### src/rtl/rvfi_pkg.sv
`default_nettype none
// ============================================================================
// Module      : rvfi_pkg
// Description : Shared types and widths for the RVFI retirement packer.
//               One retirement record (rvfi_rec_t) carries every per-
//               instruction RVFI field except valid and order, which the
//               packer generates itself.
// Revision    : 1.0 - initial release
// ============================================================================
package rvfi_pkg;

    // Record geometry. The packer's XLEN/ILEN parameters must match these.
    localparam int RVFI_XLEN  = 32;
    localparam int RVFI_ILEN  = 32;
    localparam int MASK_W     = RVFI_XLEN / 8;
    localparam int REG_ADDR_W = 5;
    localparam int MODE_W     = 2;
    localparam int IXL_W      = 2;
    localparam int ORDER_W    = 64;
    localparam int IDLE_W     = 8;

    typedef struct packed {
        logic [RVFI_ILEN-1:0]  insn;
        logic                  trap;
        logic                  halt;
        logic                  intr;
        logic [MODE_W-1:0]     mode;
        logic [IXL_W-1:0]      ixl;
        logic [REG_ADDR_W-1:0] rs1_addr;
        logic [REG_ADDR_W-1:0] rs2_addr;
        logic [RVFI_XLEN-1:0]  rs1_rdata;
        logic [RVFI_XLEN-1:0]  rs2_rdata;
        logic [REG_ADDR_W-1:0] rd_addr;
        logic [RVFI_XLEN-1:0]  rd_wdata;
        logic [RVFI_XLEN-1:0]  pc_rdata;
        logic [RVFI_XLEN-1:0]  pc_wdata;
        logic [RVFI_XLEN-1:0]  mem_addr;
        logic [MASK_W-1:0]     mem_rmask;
        logic [MASK_W-1:0]     mem_wmask;
        logic [RVFI_XLEN-1:0]  mem_rdata;
        logic [RVFI_XLEN-1:0]  mem_wdata;
    } rvfi_rec_t;

    // A trap or halt closes the current group early so the checker sees it
    // without waiting for the group to fill.
    function automatic logic rec_flush_trigger(input rvfi_rec_t rec);
        return rec.trap | rec.halt;
    endfunction

endpackage
`default_nettype wire

### src/rtl/rvfi_pack_buf.sv
`default_nettype none
// ============================================================================
// Module      : rvfi_pack_buf
// Description : Group buffer for the retirement packer: NRET record slots,
//               fill count and idle counter.
// Ports       : clock, reset_n (async active-low)
//               wr_en/wr_rec  - record accepted this cycle
//               emit          - current group leaves this cycle
//               slots         - buffered records, slot 0 oldest
//               count         - number of valid slots (0..NRET)
//               idle_cnt      - cycles without accept/emit while non-empty
// Revision    : 1.0 - initial release
// ============================================================================
module rvfi_pack_buf
    import rvfi_pkg::*;
#(
    parameter int NRET  = 2,
    parameter int CNT_W = $clog2(NRET + 1)
) (
    input  wire logic              clock,
    input  wire logic              reset_n,
    input  wire logic              wr_en,
    input  wire rvfi_rec_t         wr_rec,
    input  wire logic              emit,
    output rvfi_rec_t              slots [NRET],
    output logic [CNT_W-1:0]       count,
    output logic [IDLE_W-1:0]      idle_cnt
);

    rvfi_rec_t          r_slots [NRET];
    logic [CNT_W-1:0]   r_count;
    logic [IDLE_W-1:0]  r_idle;

    // Slot payload needs no reset: only slots below count are ever observed.
    // On an emit edge the group is leaving, so a new record restarts at slot 0.
    for (genvar s = 0; s < NRET; s++) begin : g_slot
        always_ff @(posedge clock) begin
            if (wr_en && (emit ? (s == 0) : (r_count == CNT_W'(s)))) begin
                r_slots[s] <= wr_rec;
            end
        end
    end

    always_ff @(posedge clock or negedge reset_n) begin
        if (!reset_n) begin
            r_count <= '0;
            r_idle  <= '0;
        end else begin
            if (emit) begin
                r_count <= wr_en ? CNT_W'(1) : '0;
            end else if (wr_en) begin
                r_count <= r_count + 1'b1;
            end

            if (wr_en || emit) begin
                r_idle <= '0;
            end else if ((r_count != '0) && (r_idle != '1)) begin
                r_idle <= r_idle + 1'b1;
            end
        end
    end

    assign slots    = r_slots;
    assign count    = r_count;
    assign idle_cnt = r_idle;

endmodule
`default_nettype wire

### src/rtl/rvfi_retire_packer.sv
`default_nettype none
// ============================================================================
// Module      : rvfi_retire_packer
// Description : Packs a single-record retirement stream into NRET-lane RVFI
//               outputs. Groups leave when full, after FLUSH_CYCLES idle
//               cycles, or as soon as the newest record traps or halts.
//               Each lane carries order = running count of retired records.
// Ports       : clock, reset_n (async active-low)
//               in_valid/in_ready/in_rec - retirement record handshake
//               rvfi_*                   - registered NRET-lane RVFI bundle,
//                                          lane i at [i*W +: W]
//               halted                   - sticky, a halt record was emitted
// Revision    : 1.0 - initial release
// ============================================================================
module rvfi_retire_packer
    import rvfi_pkg::*;
#(
    parameter int NRET         = 2,
    parameter int XLEN         = RVFI_XLEN,
    parameter int ILEN         = RVFI_ILEN,
    parameter int FLUSH_CYCLES = 4
) (
    input  wire logic                     clock,
    input  wire logic                     reset_n,
    input  wire logic                     in_valid,
    output logic                          in_ready,
    input  wire rvfi_rec_t                in_rec,
    output logic [NRET-1:0]               rvfi_valid,
    output logic [NRET*ORDER_W-1:0]       rvfi_order,
    output logic [NRET*ILEN-1:0]          rvfi_insn,
    output logic [NRET-1:0]               rvfi_trap,
    output logic [NRET-1:0]               rvfi_halt,
    output logic [NRET-1:0]               rvfi_intr,
    output logic [NRET*MODE_W-1:0]        rvfi_mode,
    output logic [NRET*IXL_W-1:0]         rvfi_ixl,
    output logic [NRET*REG_ADDR_W-1:0]    rvfi_rs1_addr,
    output logic [NRET*REG_ADDR_W-1:0]    rvfi_rs2_addr,
    output logic [NRET*XLEN-1:0]          rvfi_rs1_rdata,
    output logic [NRET*XLEN-1:0]          rvfi_rs2_rdata,
    output logic [NRET*REG_ADDR_W-1:0]    rvfi_rd_addr,
    output logic [NRET*XLEN-1:0]          rvfi_rd_wdata,
    output logic [NRET*XLEN-1:0]          rvfi_pc_rdata,
    output logic [NRET*XLEN-1:0]          rvfi_pc_wdata,
    output logic [NRET*XLEN-1:0]          rvfi_mem_addr,
    output logic [NRET*(XLEN/8)-1:0]      rvfi_mem_rmask,
    output logic [NRET*(XLEN/8)-1:0]      rvfi_mem_wmask,
    output logic [NRET*XLEN-1:0]          rvfi_mem_rdata,
    output logic [NRET*XLEN-1:0]          rvfi_mem_wdata,
    output logic                          halted
);

    localparam int CNT_W = $clog2(NRET + 1);

    rvfi_rec_t          w_slots [NRET];
    logic [CNT_W-1:0]   w_count;
    logic [IDLE_W-1:0]  w_idle;
    logic               w_accept;
    logic               w_emit;
    logic               w_last_flush;
    logic               w_emit_halt;

    rvfi_rec_t          r_lane_rec   [NRET];
    logic [ORDER_W-1:0] r_lane_order [NRET];
    logic [NRET-1:0]    r_valid;
    logic [ORDER_W-1:0] r_order_base;
    logic               r_halted;
    logic               r_halt_pending;

    // Once a halt is buffered nothing more may enter: the halt must be the
    // final record the checker ever sees.
    assign in_ready = !r_halted && !r_halt_pending;
    assign w_accept = in_valid && in_ready;

    rvfi_pack_buf #(
        .NRET   (NRET),
        .CNT_W  (CNT_W)
    ) u_buf (
        .clock    (clock),
        .reset_n  (reset_n),
        .wr_en    (w_accept),
        .wr_rec   (in_rec),
        .emit     (w_emit),
        .slots    (w_slots),
        .count    (w_count),
        .idle_cnt (w_idle)
    );

    always_comb begin
        w_last_flush = 1'b0;
        w_emit_halt  = 1'b0;
        for (int i = 0; i < NRET; i++) begin
            if (CNT_W'(i + 1) == w_count) begin
                w_last_flush = rec_flush_trigger(w_slots[i]);
            end
            if (CNT_W'(i) < w_count) begin
                w_emit_halt = w_emit_halt | w_slots[i].halt;
            end
        end
    end

    // A full buffer always emits, which is what lets an accept land on the
    // same edge without stalling the hart.
    assign w_emit = (w_count == CNT_W'(NRET)) ||
                    ((w_count != '0) &&
                     ((int'(w_idle) >= FLUSH_CYCLES) || w_last_flush));

    always_ff @(posedge clock or negedge reset_n) begin
        if (!reset_n) begin
            r_valid        <= '0;
            r_order_base   <= '0;
            r_halted       <= 1'b0;
            r_halt_pending <= 1'b0;
            for (int i = 0; i < NRET; i++) begin
                r_lane_rec[i]   <= '0;
                r_lane_order[i] <= '0;
            end
        end else begin
            r_valid <= '0;
            if (w_emit) begin
                for (int i = 0; i < NRET; i++) begin
                    if (CNT_W'(i) < w_count) begin
                        r_valid[i]      <= 1'b1;
                        r_lane_rec[i]   <= w_slots[i];
                        r_lane_order[i] <= r_order_base + ORDER_W'(i);
                    end else begin
                        r_lane_rec[i]   <= '0;
                        r_lane_order[i] <= '0;
                    end
                end
                r_order_base <= r_order_base + ORDER_W'(w_count);
                if (w_emit_halt) begin
                    r_halted       <= 1'b1;
                    r_halt_pending <= 1'b0;
                end
            end
            if (w_accept && in_rec.halt) begin
                r_halt_pending <= 1'b1;
            end
        end
    end

    assign rvfi_valid = r_valid;
    assign halted     = r_halted;

    for (genvar l = 0; l < NRET; l++) begin : g_lane
        assign rvfi_order    [l*ORDER_W    +: ORDER_W]    = r_lane_order[l];
        assign rvfi_insn     [l*ILEN       +: ILEN]       = r_lane_rec[l].insn;
        assign rvfi_trap     [l]                          = r_lane_rec[l].trap;
        assign rvfi_halt     [l]                          = r_lane_rec[l].halt;
        assign rvfi_intr     [l]                          = r_lane_rec[l].intr;
        assign rvfi_mode     [l*MODE_W     +: MODE_W]     = r_lane_rec[l].mode;
        assign rvfi_ixl      [l*IXL_W      +: IXL_W]      = r_lane_rec[l].ixl;
        assign rvfi_rs1_addr [l*REG_ADDR_W +: REG_ADDR_W] = r_lane_rec[l].rs1_addr;
        assign rvfi_rs2_addr [l*REG_ADDR_W +: REG_ADDR_W] = r_lane_rec[l].rs2_addr;
        assign rvfi_rs1_rdata[l*XLEN       +: XLEN]       = r_lane_rec[l].rs1_rdata;
        assign rvfi_rs2_rdata[l*XLEN       +: XLEN]       = r_lane_rec[l].rs2_rdata;
        assign rvfi_rd_addr  [l*REG_ADDR_W +: REG_ADDR_W] = r_lane_rec[l].rd_addr;
        assign rvfi_rd_wdata [l*XLEN       +: XLEN]       = r_lane_rec[l].rd_wdata;
        assign rvfi_pc_rdata [l*XLEN       +: XLEN]       = r_lane_rec[l].pc_rdata;
        assign rvfi_pc_wdata [l*XLEN       +: XLEN]       = r_lane_rec[l].pc_wdata;
        assign rvfi_mem_addr [l*XLEN       +: XLEN]       = r_lane_rec[l].mem_addr;
        assign rvfi_mem_rmask[l*(XLEN/8)   +: XLEN/8]     = r_lane_rec[l].mem_rmask;
        assign rvfi_mem_wmask[l*(XLEN/8)   +: XLEN/8]     = r_lane_rec[l].mem_wmask;
        assign rvfi_mem_rdata[l*XLEN       +: XLEN]       = r_lane_rec[l].mem_rdata;
        assign rvfi_mem_wdata[l*XLEN       +: XLEN]       = r_lane_rec[l].mem_wdata;
    end

endmodule
`default_nettype wire

### config.mk
export PLATFORM = sky130hd
export DESIGN_NAME = rvfi_retire_packer
export DESIGN_NICKNAME = d
export VERILOG_FILES = /design/src/rtl/rvfi_pkg.sv /design/src/rtl/rvfi_pack_buf.sv /design/src/rtl/rvfi_retire_packer.sv
export SDC_FILE = /design/constraint.sdc
export NUM_CORES = 2
export LEC_CHECK = 0
export BUFFER_PORTS_ARGS = -buffer_cell sky130_fd_sc_hd__buf_4
export CORE_AREA = 3 3 418 420
export DETAILED_ROUTE_END_ITERATION = 6
export DIE_AREA = 0 0 421 423
export SYNTH_ARGS = -nofsm -noshare
export SYNTH_HDL_FRONTEND = slang
export SYNTH_SLANG_ARGS = --single-unit
export TNS_END_PERCENT = 100
### constraint.sdc
create_clock -name clock -period 39.7 [get_ports clock]
set_clock_uncertainty 0.2 [all_clocks]
set_input_delay 11.91 -clock clock [delete_from_list [all_inputs] [get_ports clock]]
set_output_delay 11.91 -clock clock [all_outputs]
set_load 0.005 [all_outputs]
==> metrics.cfg <==
[synthesis]
synth_top_area_share=0.400
ys_top_cells_by_count=nand2_1, dfrtp_1, edfxtp_1
synth.most_common_cell=nand2_1
syn_inst=3820
synth_ff_type=dfrtp_1
async_flop_share=0.570
synth_area_um2=52700
synth-seq-area-share=0.762
ys_types=53
synth_area_leaders=dfrtp_1, edfxtp_1, nand2_1
synth_top_cell_by_area=dfrtp_1
syn_avg_cell_area_um2=13.8
synth_edf_count=636
yosysWarnings=0
syn_nets=4150
ys_seq_elements=1478

[hold_path]
holdPathStages=1
worstHoldPathType=register to register
min_from=u_buf.slots[233]
min_to=rvfi_rs2_rdata[60]

[power_and_ir_drop]
leakage_uw=0.0293
power_density_nw_per_um2=64.7
ir_worst_vdd_mv=0.0442
fin_total_pwr_uw=4420

[critical_path]
cpLargestDelayFamily=buffers and inverters
arrival_ns=16.75
rrSetupSlack_ns=33.73
r2r_start=u_buf.count[1]
critPathKind=input pin to asynchronous set/reset pin
cpMaxStageDelayCell=buf_4
path_common_cell=buf_4
end_kind=asynchronous set/reset pin
critPathRequiredTime_ns=40.29
start_kind=input pin
path_cells=buf_8, buf_12, buf_4, buf_12, buf_4, buf_4
timing.rr.end=u_buf.slots[213]
ff2ff_path_depth=12
max_stage_delay_ns=0.85
cp_max_fo=159
critPathBufInv=6

[placed_design]
pre_cts_slack_ns=22.52
gp_congestion=0.914
port_buffers=1088
place_hpwl_um=128000

[die]
io_pins=1089
die_w_um=421
core_um2=171000
start_util=0.308
die-height_um=423
rows=152
die_area_um2=178000

[clock_tree]
cts_resized=0
cts_tree=yes
numCtsBuffers=155
clock_latency_ns=0.80
clk_pin_slew_ns=0.06
cts_root_buffer=clkbuf_16
postCtsHoldBufs=0
post-cts-setup-buffer-count=0
cts.sinks=1478
cts-htree-levels=4
clock_path_buffers=3

[routing]
routed-wl-met2_um=89300
drtIter0Drc=2896
firstDrtPassIters=5
ant_nets=0
dr_total_vias=35114
drt-total-wl_um=180000
drt-met1-wl_um=70600
via_per_inst=4.80
drc=0
wl_per_cell_um=24.7
highest_layer=met5
wl_met3_um=13000

[timing]
max_freq_mhz=61.9
period_needed_ns=16.16
max_slew_margin=0.200
setup-violations-final=0
finalSetupTns_ns=0
slew_viol_final=0
setup_ws_ns=23.54
hold_ws_ns=0.235
finalHoldViolCount=0
rsz0062_at_grt=false
min_period_over_period=0.407
worstMarginPinSlew_ns=1.20

[finish]
fillers=16052
nets=5176
regArea_um2=40200
drive_gt1_frac=0.278
post-route-util=0.399
multi_input_area_um2=11300
area_growth_pct=29.6

[global_routing]
grt_first_pass_wirelength_um=257000
antenna_found_initial=35
grt_usage=0.197
grt_overflow=0
grt_max_degree=214
grt_pass1_vias=34608

[status]
outcome=finished, final reports clean

[run]
max-cap-violations=0

-- metrics by stage --
| step | cell area (µm²) | instances |
|---|---|---|
| floorplan | 52700 | 3820 |
| global placement | 63000 | 6999 |
| detailed placement | 63000 | 6999 |
| CTS | 68300 | 7288 |
| global route | 68300 | 7301 |
| finish | 68300 | 7309 |
-- cells in the final DEF (no fill, tap or decap), types with 24 or more instances in the layout --
| cell type | instances |
|---|---|
| xnor2_1 | 42 |
| nor3_1 | 38 |
| clkbuf_16 | 157 |
| or4_1 | 24 |
| nand3_1 | 57 |
| clkbuf_1 | 45 |
| a22o_1 | 323 |
| dfrtp_1 | 842 |
| edfxtp_1 | 636 |
| nand4_1 | 51 |
| xor2_1 | 65 |
| nor2_1 | 54 |
| o21ai_0 | 413 |
| buf_4 | 1122 |
| nand2_1 | 868 |
| clkbuf_8 | 24 |
-- power by group --
group,leakage (µW),switching [µW],internal (µW)
logic,0.00941,550,385
clock network,0.00256,624,856
registers,0.0173,154,1850
total,0.0293,1330,3090
-- metal layers --
layer  global-route usage  up-vias
met4               0.0831        8
met3               0.0560      294
met2                0.326     1239
met1                0.240    17886
li1                     -    15687
met5                    0        -
-- layout make-up --
type / count / share of cell area
Antenna cell: 21 / 0.000769
Clock buffer: 226 / 0.0648
Clock inverter: 63 / 0.0119
Inverter: 20 / 0.00132
Multi-Input combinational cell: 2062 / 0.166
Sequential cell: 1478 / 0.588
Tap cell: 2310 / 0.0423
Timing Repair Buffer: 1129 / 0.125
-- state kept, by name, indices dropped and copies added, names as in the netlist, 4 cells and up --
signal / cells
rvfi_rs1_rdata: 64
rvfi_ixl: 4
rvfi_pc_wdata: 64
u_buf.slots: 636
rvfi_mem_rmask: 8
rvfi_rs2_rdata: 64
rvfi_insn: 64
rvfi_order: 128
rvfi_pc_rdata: 64
rvfi_rs2_addr: 10
rvfi_mem_wmask: 8
rvfi_rd_wdata: 64
rvfi_mem_rdata: 64
rvfi_mem_wdata: 64
rvfi_mode: 4
u_buf.idle_cnt: 8
rvfi_mem_addr: 64
r_order_base: 64
rvfi_rs1_addr: 10
rvfi_rd_addr: 10
-- worst max path at each step --
stage               slack, ns                end  cells past startpoint      from
CTS                     23.40  rvfi_mem_addr[20]                      6   reset_n
global placement        22.56  rvfi_mem_addr[20]                      6   reset_n
detailed placement      22.52  rvfi_mem_addr[20]                      6   reset_n
floorplan               11.10   u_buf.slots[318]                      2  in_valid
finish                  23.54   rvfi_pc_wdata[9]                      6   reset_n
global route            22.88  rvfi_mem_addr[20]                      6   reset_n
-- kinds of logic (layout without fill, tap and decap cells) --
family                   count (synthesis)  count (layout)  synth area share
flip-flops                            1478            1478             0.762
AND/OR/NAND/NOR                       1164            1164            0.0946
AO/OA/AOI/OAI                          782             782            0.0994
buffers and inverters                  280            1438            0.0236
XOR/XNOR                               107             107            0.0178
adder cells (fa/ha/maj)                  9               9           0.00228
other                                    0              21                 0
No activity file was read; power rests on OpenSTA's default activity.
